$ cat src/rtl/taillight_pkg.sv
// Shared types and lamp constants for the tail-light sequencer.
// Also holds the helpers that map a request or a state onto a mode.
package taillight_pkg;

    typedef enum logic [3:0] {
        ST_IDLE = 4'd0,
        ST_L1   = 4'd1,
        ST_L2   = 4'd2,
        ST_L3   = 4'd3,
        ST_LOFF = 4'd4,
        ST_R1   = 4'd5,
        ST_R2   = 4'd6,
        ST_R3   = 4'd7,
        ST_ROFF = 4'd8,
        ST_HON  = 4'd9,
        ST_HOFF = 4'd10
    } state_t;

    typedef enum logic [1:0] {
        MODE_IDLE  = 2'b00,
        MODE_LEFT  = 2'b01,
        MODE_RIGHT = 2'b10,
        MODE_HAZ   = 2'b11
    } mode_t;

    // Side patterns: left side is {LC,LB,LA}, right side is {RA,RB,RC}
    localparam logic [2:0] SIDE_OFF = 3'b000;
    localparam logic [2:0] SIDE_ALL = 3'b111;
    localparam logic [2:0] LEFT_P1  = 3'b001;
    localparam logic [2:0] LEFT_P2  = 3'b011;
    localparam logic [2:0] RIGHT_P1 = 3'b100;
    localparam logic [2:0] RIGHT_P2 = 3'b110;

    function automatic mode_t decode_req(logic left_s, logic right_s, logic hazard_s);
        if (hazard_s || (left_s && right_s)) return MODE_HAZ;
        else if (left_s)                     return MODE_LEFT;
        else if (right_s)                    return MODE_RIGHT;
        else                                 return MODE_IDLE;
    endfunction

    function automatic mode_t state_mode(state_t s);
        case (s)
            ST_L1, ST_L2, ST_L3, ST_LOFF: return MODE_LEFT;
            ST_R1, ST_R2, ST_R3, ST_ROFF: return MODE_RIGHT;
            ST_HON, ST_HOFF:              return MODE_HAZ;
            default:                      return MODE_IDLE;
        endcase
    endfunction

    // Successor within the current sequence; anything else falls back to idle
    function automatic state_t advance(state_t s);
        case (s)
            ST_L1:   return ST_L2;
            ST_L2:   return ST_L3;
            ST_L3:   return ST_LOFF;
            ST_LOFF: return ST_L1;
            ST_R1:   return ST_R2;
            ST_R2:   return ST_R3;
            ST_R3:   return ST_ROFF;
            ST_ROFF: return ST_R1;
            ST_HON:  return ST_HOFF;
            ST_HOFF: return ST_HON;
            default: return ST_IDLE;
        endcase
    endfunction

endpackage

$ cat src/rtl/input_sync.sv
// Two-stage synchronizer for the four asynchronous request inputs.
module input_sync (
    input  logic       clk,
    input  logic       rst,
    input  logic [3:0] d,
    output logic [3:0] q
);

    logic [3:0] meta;

    always_ff @(posedge clk) begin
        if (rst) begin
            meta <= '0;
            q    <= '0;
        end else begin
            meta <= d;
            q    <= meta;
        end
    end

endmodule

$ cat src/rtl/tail_sequencer.sv
// Tail-light sequencer: synchronized requests drive a stepped left/right/hazard
// lamp FSM whose pattern and mode outputs are registered from the next state.
module tail_sequencer #(
    parameter int TICK_DIV = 12_500_000
) (
    input  logic       clk,
    input  logic       rst,
    input  logic       left,
    input  logic       right,
    input  logic       brake,
    input  logic       hazard,
    output logic [5:0] pattern,
    output logic [1:0] mode,
    output logic       step
);

    import taillight_pkg::*;

    localparam int                 CNT_W   = $clog2(TICK_DIV);
    localparam logic [CNT_W-1:0]   CNT_MAX = CNT_W'(TICK_DIV - 1);

    logic [3:0]       sync_q;
    logic             left_s;
    logic             right_s;
    logic             brake_s;
    logic             hazard_s;
    mode_t            req;
    mode_t            cur_mode;
    mode_t            mode_next;
    state_t           state;
    state_t           state_next;
    logic [CNT_W-1:0] cnt;
    logic             tick;
    logic [5:0]       pattern_next;

    input_sync u_sync (
        .clk (clk),
        .rst (rst),
        .d   ({hazard, brake, right, left}),
        .q   (sync_q)
    );

    assign left_s   = sync_q[0];
    assign right_s  = sync_q[1];
    assign brake_s  = sync_q[2];
    assign hazard_s = sync_q[3];

    assign req      = decode_req(left_s, right_s, hazard_s);
    assign cur_mode = state_mode(state);
    assign tick     = (state != ST_IDLE) && (cnt == CNT_MAX);

    // State register; outputs are loaded alongside so they track the new state
    always_ff @(posedge clk) begin
        if (rst) begin
            state   <= ST_IDLE;
            cnt     <= '0;
            step    <= 1'b0;
            pattern <= '0;
            mode    <= MODE_IDLE;
        end else begin
            state   <= state_next;
            cnt     <= (state == ST_IDLE || tick) ? '0 : cnt + CNT_W'(1);
            step    <= tick;
            pattern <= pattern_next;
            mode    <= mode_next;
        end
    end

    always_comb begin
        state_next = state;
        case (state)
            ST_IDLE: begin
                case (req)
                    MODE_LEFT:  state_next = ST_L1;
                    MODE_RIGHT: state_next = ST_R1;
                    MODE_HAZ:   state_next = ST_HON;
                    default:    state_next = ST_IDLE;
                endcase
            end
            ST_L1, ST_L2, ST_L3, ST_LOFF,
            ST_R1, ST_R2, ST_R3, ST_ROFF,
            ST_HON, ST_HOFF: begin
                if (tick) begin
                    if (req == cur_mode)     state_next = advance(state);
                    else if (req == MODE_HAZ) state_next = ST_HON;
                    else                     state_next = ST_IDLE;
                end
            end
            default: state_next = ST_IDLE;
        endcase
    end

    // The side not being sequenced follows brake; hazard overrides both sides
    always_comb begin
        mode_next    = state_mode(state_next);
        pattern_next = brake_s ? {SIDE_ALL, SIDE_ALL} : {SIDE_OFF, SIDE_OFF};
        case (state_next)
            ST_L1:   pattern_next[5:3] = LEFT_P1;
            ST_L2:   pattern_next[5:3] = LEFT_P2;
            ST_L3:   pattern_next[5:3] = SIDE_ALL;
            ST_LOFF: pattern_next[5:3] = SIDE_OFF;
            ST_R1:   pattern_next[2:0] = RIGHT_P1;
            ST_R2:   pattern_next[2:0] = RIGHT_P2;
            ST_R3:   pattern_next[2:0] = SIDE_ALL;
            ST_ROFF: pattern_next[2:0] = SIDE_OFF;
            ST_HON:  pattern_next      = {SIDE_ALL, SIDE_ALL};
            ST_HOFF: pattern_next      = {SIDE_OFF, SIDE_OFF};
            default: ;
        endcase
    end

endmodule

$ cat config.mk
export PLATFORM = sky130hd
export DESIGN_NAME = tail_sequencer
export DESIGN_NICKNAME = d
export VERILOG_FILES = /design/src/rtl/taillight_pkg.sv /design/src/rtl/input_sync.sv /design/src/rtl/tail_sequencer.sv
export SDC_FILE = /design/constraint.sdc
export NUM_CORES = 1
export LEC_CHECK = 0
export ABC_AREA = 1
export CAP_MARGIN = 20
export CORE_AREA = 2 2 85 66
export DETAILED_ROUTE_END_ITERATION = 8
export DIE_AREA = 0 0 87 68
export GPL_TIMING_DRIVEN = 0
export PLACE_DENSITY = 0.74
export SLEW_MARGIN = 20
export SYNTH_ARGS = -nofsm -noshare
export SYNTH_HDL_FRONTEND = slang
export SYNTH_HIERARCHICAL = 1
export SYNTH_SLANG_ARGS = --single-unit
$ cat constraint.sdc
create_clock -name clk -period 2.4 [get_ports clk]
set_clock_uncertainty 0.05 [all_clocks]
set_input_delay 0.36 -clock clk [delete_from_list [all_inputs] [get_ports clk]]
set_output_delay 0.36 -clock clk [all_outputs]
set_load 0.05 [all_outputs]
==> impl_metrics.env <==
export IMPL_grt_remaining_overflow=0
export IMPL_cp_cell_sequence="nand2_2, nor2_4, inv_1, nor2_1, nand2_2, nor2_4, nand2_1, nand2_1, nand2_4, inv_2, nor2_4, inv_2, ha_2, inv_1, ha_1, nand2_1, nand2_1"
export IMPL_vdd_ir_drop_worst_uv=267
export IMPL_timing_critical_path_fanout_max=5
export IMPL_synth_largest_area_cell="sky130_fd_sc_hd__dfxtp_1"
export IMPL_num_io_pins=15
export IMPL_vias_per_cell=4.82
export IMPL_synth_compound_gate_area_share_pct=9.65
export IMPL_cp_data_required_time_ns=2.56
export IMPL_yosys_mux_area_fraction_pct=0
export IMPL_grt_antenna_before_repair=0
export IMPL_adder_and_majority_cell_fraction_of_the_synthesized_area_pct=3.54
export IMPL_crit_reg2reg_capture="cur_mode[0]"
export IMPL_synth_area_um2=2480
export IMPL_maxClockFrequency_mhz=436
export IMPL_cts_root_to_sink_buffers=2
export IMPL_finalNetCount=395
export IMPL_die_h_um=68
export IMPL_floorplan_initialDensity_pct=48.1
export IMPL_most_used_cells_in_the_layout_excluding_fill_and_tap_cells="sky130_fd_sc_hd__nand2_1, sky130_fd_sc_hd__nor2_1, sky130_fd_sc_hd__dfxtp_1"
export IMPL_cts_htree_levels=2
export IMPL_crit_path_start="cnt[19]"
export IMPL_dieArea_um2=5920
export IMPL_timing_max_cap_violations=0
export IMPL_first_pass_grt_wire_length_mm=8.52
export IMPL_numClockSinks=51
export IMPL_die_width_um=87
export IMPL_diodes=0
export IMPL_clk_transition_reported_paths_ns=0.09
export IMPL_reg2reg_depth=17
export IMPL_tritoncts="yes"
export IMPL_drive_gt1_share_pct=18.1
export IMPL_synth_top_family_by_area="simple AND/OR/NAND/NOR gates"
export IMPL_grt_util_all_layers_pct=18.5
export IMPL_cts_buffers=5
export IMPL_origin_of_the_worst_min_delay_path="u_sync/meta[0]"
export IMPL_synthesis_yosys_warnings=6
export IMPL_setup_violators_final=0
export IMPL_finalCritPeriodShare_pct=95.5
export IMPL_yosys_cell_types_count=32
export IMPL_syn_to_final_growth_pct=19.7
export IMPL_cell_area_reported_after_detailed_placement_um2=2700
export IMPL_path_common_cell="sky130_fd_sc_hd__nand2_1"
export IMPL_slew_headroom_pct=65.8
export IMPL_finalHoldViolations=0
export IMPL_commonest_non_fill_non_tap_cell_in_the_layout="sky130_fd_sc_hd__nand2_1"
export IMPL_critPathSlowestCell="sky130_fd_sc_hd__dfxtp_1"
export IMPL_period_minus_slack_ns=2.29
export IMPL_drtPass1Iterations=4
export IMPL_synthXorXnorAreaFrac_pct=2.12
export IMPL_yosys_area_share_simple_pct=34.8
export IMPL_place_gp_congestion=0.806
export IMPL_critPathCaptureType="flip-flop"
export IMPL_io_buffer_count=14
export IMPL_crit_path_start_kind="flip-flop"
export IMPL_avgSynthCellArea_um2=7.04
export IMPL_critical_path_reg2reg_startpoint="cnt[19]"
export IMPL_r2r_slack_ns=0.11
export IMPL_synthCells=352
export IMPL_grt_setup_unrepaired="true"
export IMPL_crit_arrival_ns=2.45
export IMPL_layout_cell_area_non_filler_um2=2970
export IMPL_cts_hold_buf=0
export IMPL_first_global_vias=1935
export IMPL_synth_net_count=365
export IMPL_synth_area_leaders="sky130_fd_sc_hd__dfxtp_1, sky130_fd_sc_hd__nand2_1, sky130_fd_sc_hd__nor2_1, sky130_fd_sc_hd__inv_1, sky130_fd_sc_hd__a21oi_1"
export IMPL_dr_first_iter_drc_count=153
export IMPL_dr_total_vias=2140
export IMPL_number_of_remaining_drc_errors=0
export IMPL_setup_worst_path_class="flip-flop to flip-flop"
export IMPL_final_max_slew_violation_count=0
export IMPL_post_detailed_placement_half_perimeter_wirelength_mm=3.64
export IMPL_setup_ws_ns=0.107
export IMPL_routed_wl_mm=5.03
export IMPL_num_rows=23
export IMPL_drt_wirelength_per_cell_um=11.3
export IMPL_dp_worst_setup_slack_ns=-0.280
export IMPL_worstMarginPinSlew_ns=0.511
export IMPL_min_delay_path_class="flip-flop to flip-flop"
export IMPL_antenna_violating_nets_post_route=0
export IMPL_clockRootBuffer="sky130_fd_sc_hd__clkbuf_8"
export IMPL_synth_largest_type_area_fraction_pct=41.2
export IMPL_synth_yosys_seq_area_share_pct=41.2
export IMPL_power_density_nw_per_um2=573
export IMPL_synth_seq_cells=51
export IMPL_cp_slowest_stage_delay_ns=0.43
export IMPL_core_area_um2=5150
export IMPL_worst_setup_path_end="cur_mode[0]"
export IMPL_clkLatencyLatePin_ns=0.31
export IMPL_status="finished clean"
export IMPL_static_leakage_uw=0.00114
export IMPL_largest_net_degree_at_the_start_of_global_routing=15
-- where the power goes --
group	internal, uW	total (uW)	switching [uW]
sequential	872	884	11.4
clock	306	579	273
combinational	86.6	238	151
total	1260	1700	435
-- timing repair --
action / in CTS / in global routing
setup buffers: 2 / 7
cloned: 0 / 0
endpoints found under the setup margin: 6 / 25
resized for setup: 10 / 24
pin swaps: 2 / 8
-- how the worst min path moves through the flow --
stage,end,cells past startpoint
floorplan,u_sync/q[0],2
global route,u_sync/q[0],2
CTS,u_sync/q[0],2
detailed placement,u_sync/q[0],2
finish,u_sync/q[0],2
global placement,u_sync/q[3],2
-- area by class of cell --
class | count | area (um^2)
Tap cell | 62 | 77.6
Buffer | 3 | 18.8
Timing Repair Buffer | 23 | 208
Multi-Input combinational cell | 246 | 1330
Clock buffer | 6 | 72.6
Clock inverter | 1 | 30.0
Sequential cell | 51 | 1030
Fill cell | 493 | 2190
Inverter | 52 | 196
-- cell families (layout without fill, tap and decap cells) --
logic type	Yosys count	count (layout)
AND/OR/NAND/NOR	190	190
buffers and inverters	55	85
flip-flops	51	51
AO/OA/AOI/OAI	43	43
adder cells (fa/ha/maj)	7	7
XOR/XNOR	6	6
-- per-stage QoR --
stage          hold slack (ns)  cells  setup TNS [ns]  util [%]  total power [uW]
2_1_floorplan            0.338    352               0         -              1050
3_3_place_gp             0.341    428           -3.60      52.3              1110
3_5_place_dp             0.345    428           -4.23      52.3              1110
4_1_cts                  0.356    437               0      55.1              1690
5_1_grt                  0.375    444         -0.0840      57.6              1770
6_report                 0.356    444               0      57.6              1700
-- state kept, by name, indices dropped and copies added, names as in the netlist, named ones only --
| signal | flops |
|---|---|
| pattern | 6 |
| mode | 2 |
| step | 1 |
| cnt | 24 |
| state | 4 |
| u_sync/meta | 4 |
| u_sync/q | 4 |
| cur_mode | 2 |
-- synth_stat cells --
cell                        n
sky130_fd_sc_hd__a21oi_1   20
sky130_fd_sc_hd__a21oi_2    1
sky130_fd_sc_hd__a31oi_1    1
sky130_fd_sc_hd__buf_6      1
sky130_fd_sc_hd__clkbuf_1   2
sky130_fd_sc_hd__clkinv_1   1
sky130_fd_sc_hd__dfxtp_1   51
sky130_fd_sc_hd__ha_1       7
sky130_fd_sc_hd__inv_1     47
sky130_fd_sc_hd__inv_2      4
sky130_fd_sc_hd__nand2_1   78
sky130_fd_sc_hd__nand2_2    3
sky130_fd_sc_hd__nand2_4    1
sky130_fd_sc_hd__nand3_1   17
sky130_fd_sc_hd__nand3_2    1
sky130_fd_sc_hd__nand3b_1   2
sky130_fd_sc_hd__nand4_1    7
sky130_fd_sc_hd__nor2_1    57
sky130_fd_sc_hd__nor2_2    10
sky130_fd_sc_hd__nor2_4     5
sky130_fd_sc_hd__nor3_1     4
sky130_fd_sc_hd__nor3b_1    2
sky130_fd_sc_hd__nor4_1     1
sky130_fd_sc_hd__o21a_1     6
sky130_fd_sc_hd__o21ai_0   10
sky130_fd_sc_hd__o21ai_1    3
sky130_fd_sc_hd__o21bai_1   1
sky130_fd_sc_hd__o22ai_1    1
sky130_fd_sc_hd__or2_1      1
sky130_fd_sc_hd__or2_2      1
sky130_fd_sc_hd__xnor2_1    2
sky130_fd_sc_hd__xor2_1     4
-- routing by layer --
metal,share of wire (%),global-route usage (%),vias to the layer above
li1,-,-,1162
met1,50,25.9,937
met2,44,28.6,33
met3,4.2,3.62,8
met4,1.6,6.45,0
met5,0,0,-
-- critical path: cells and delay by family (launching register included) --
kind                     cells  cell delay (ns)
adder cells (fa/ha/maj)      2             0.44
buffers and inverters        4             0.26
AND/OR/NAND/NOR             11             1.02
flip-flops                   1             0.43
(Power assumes the default switching activity.)
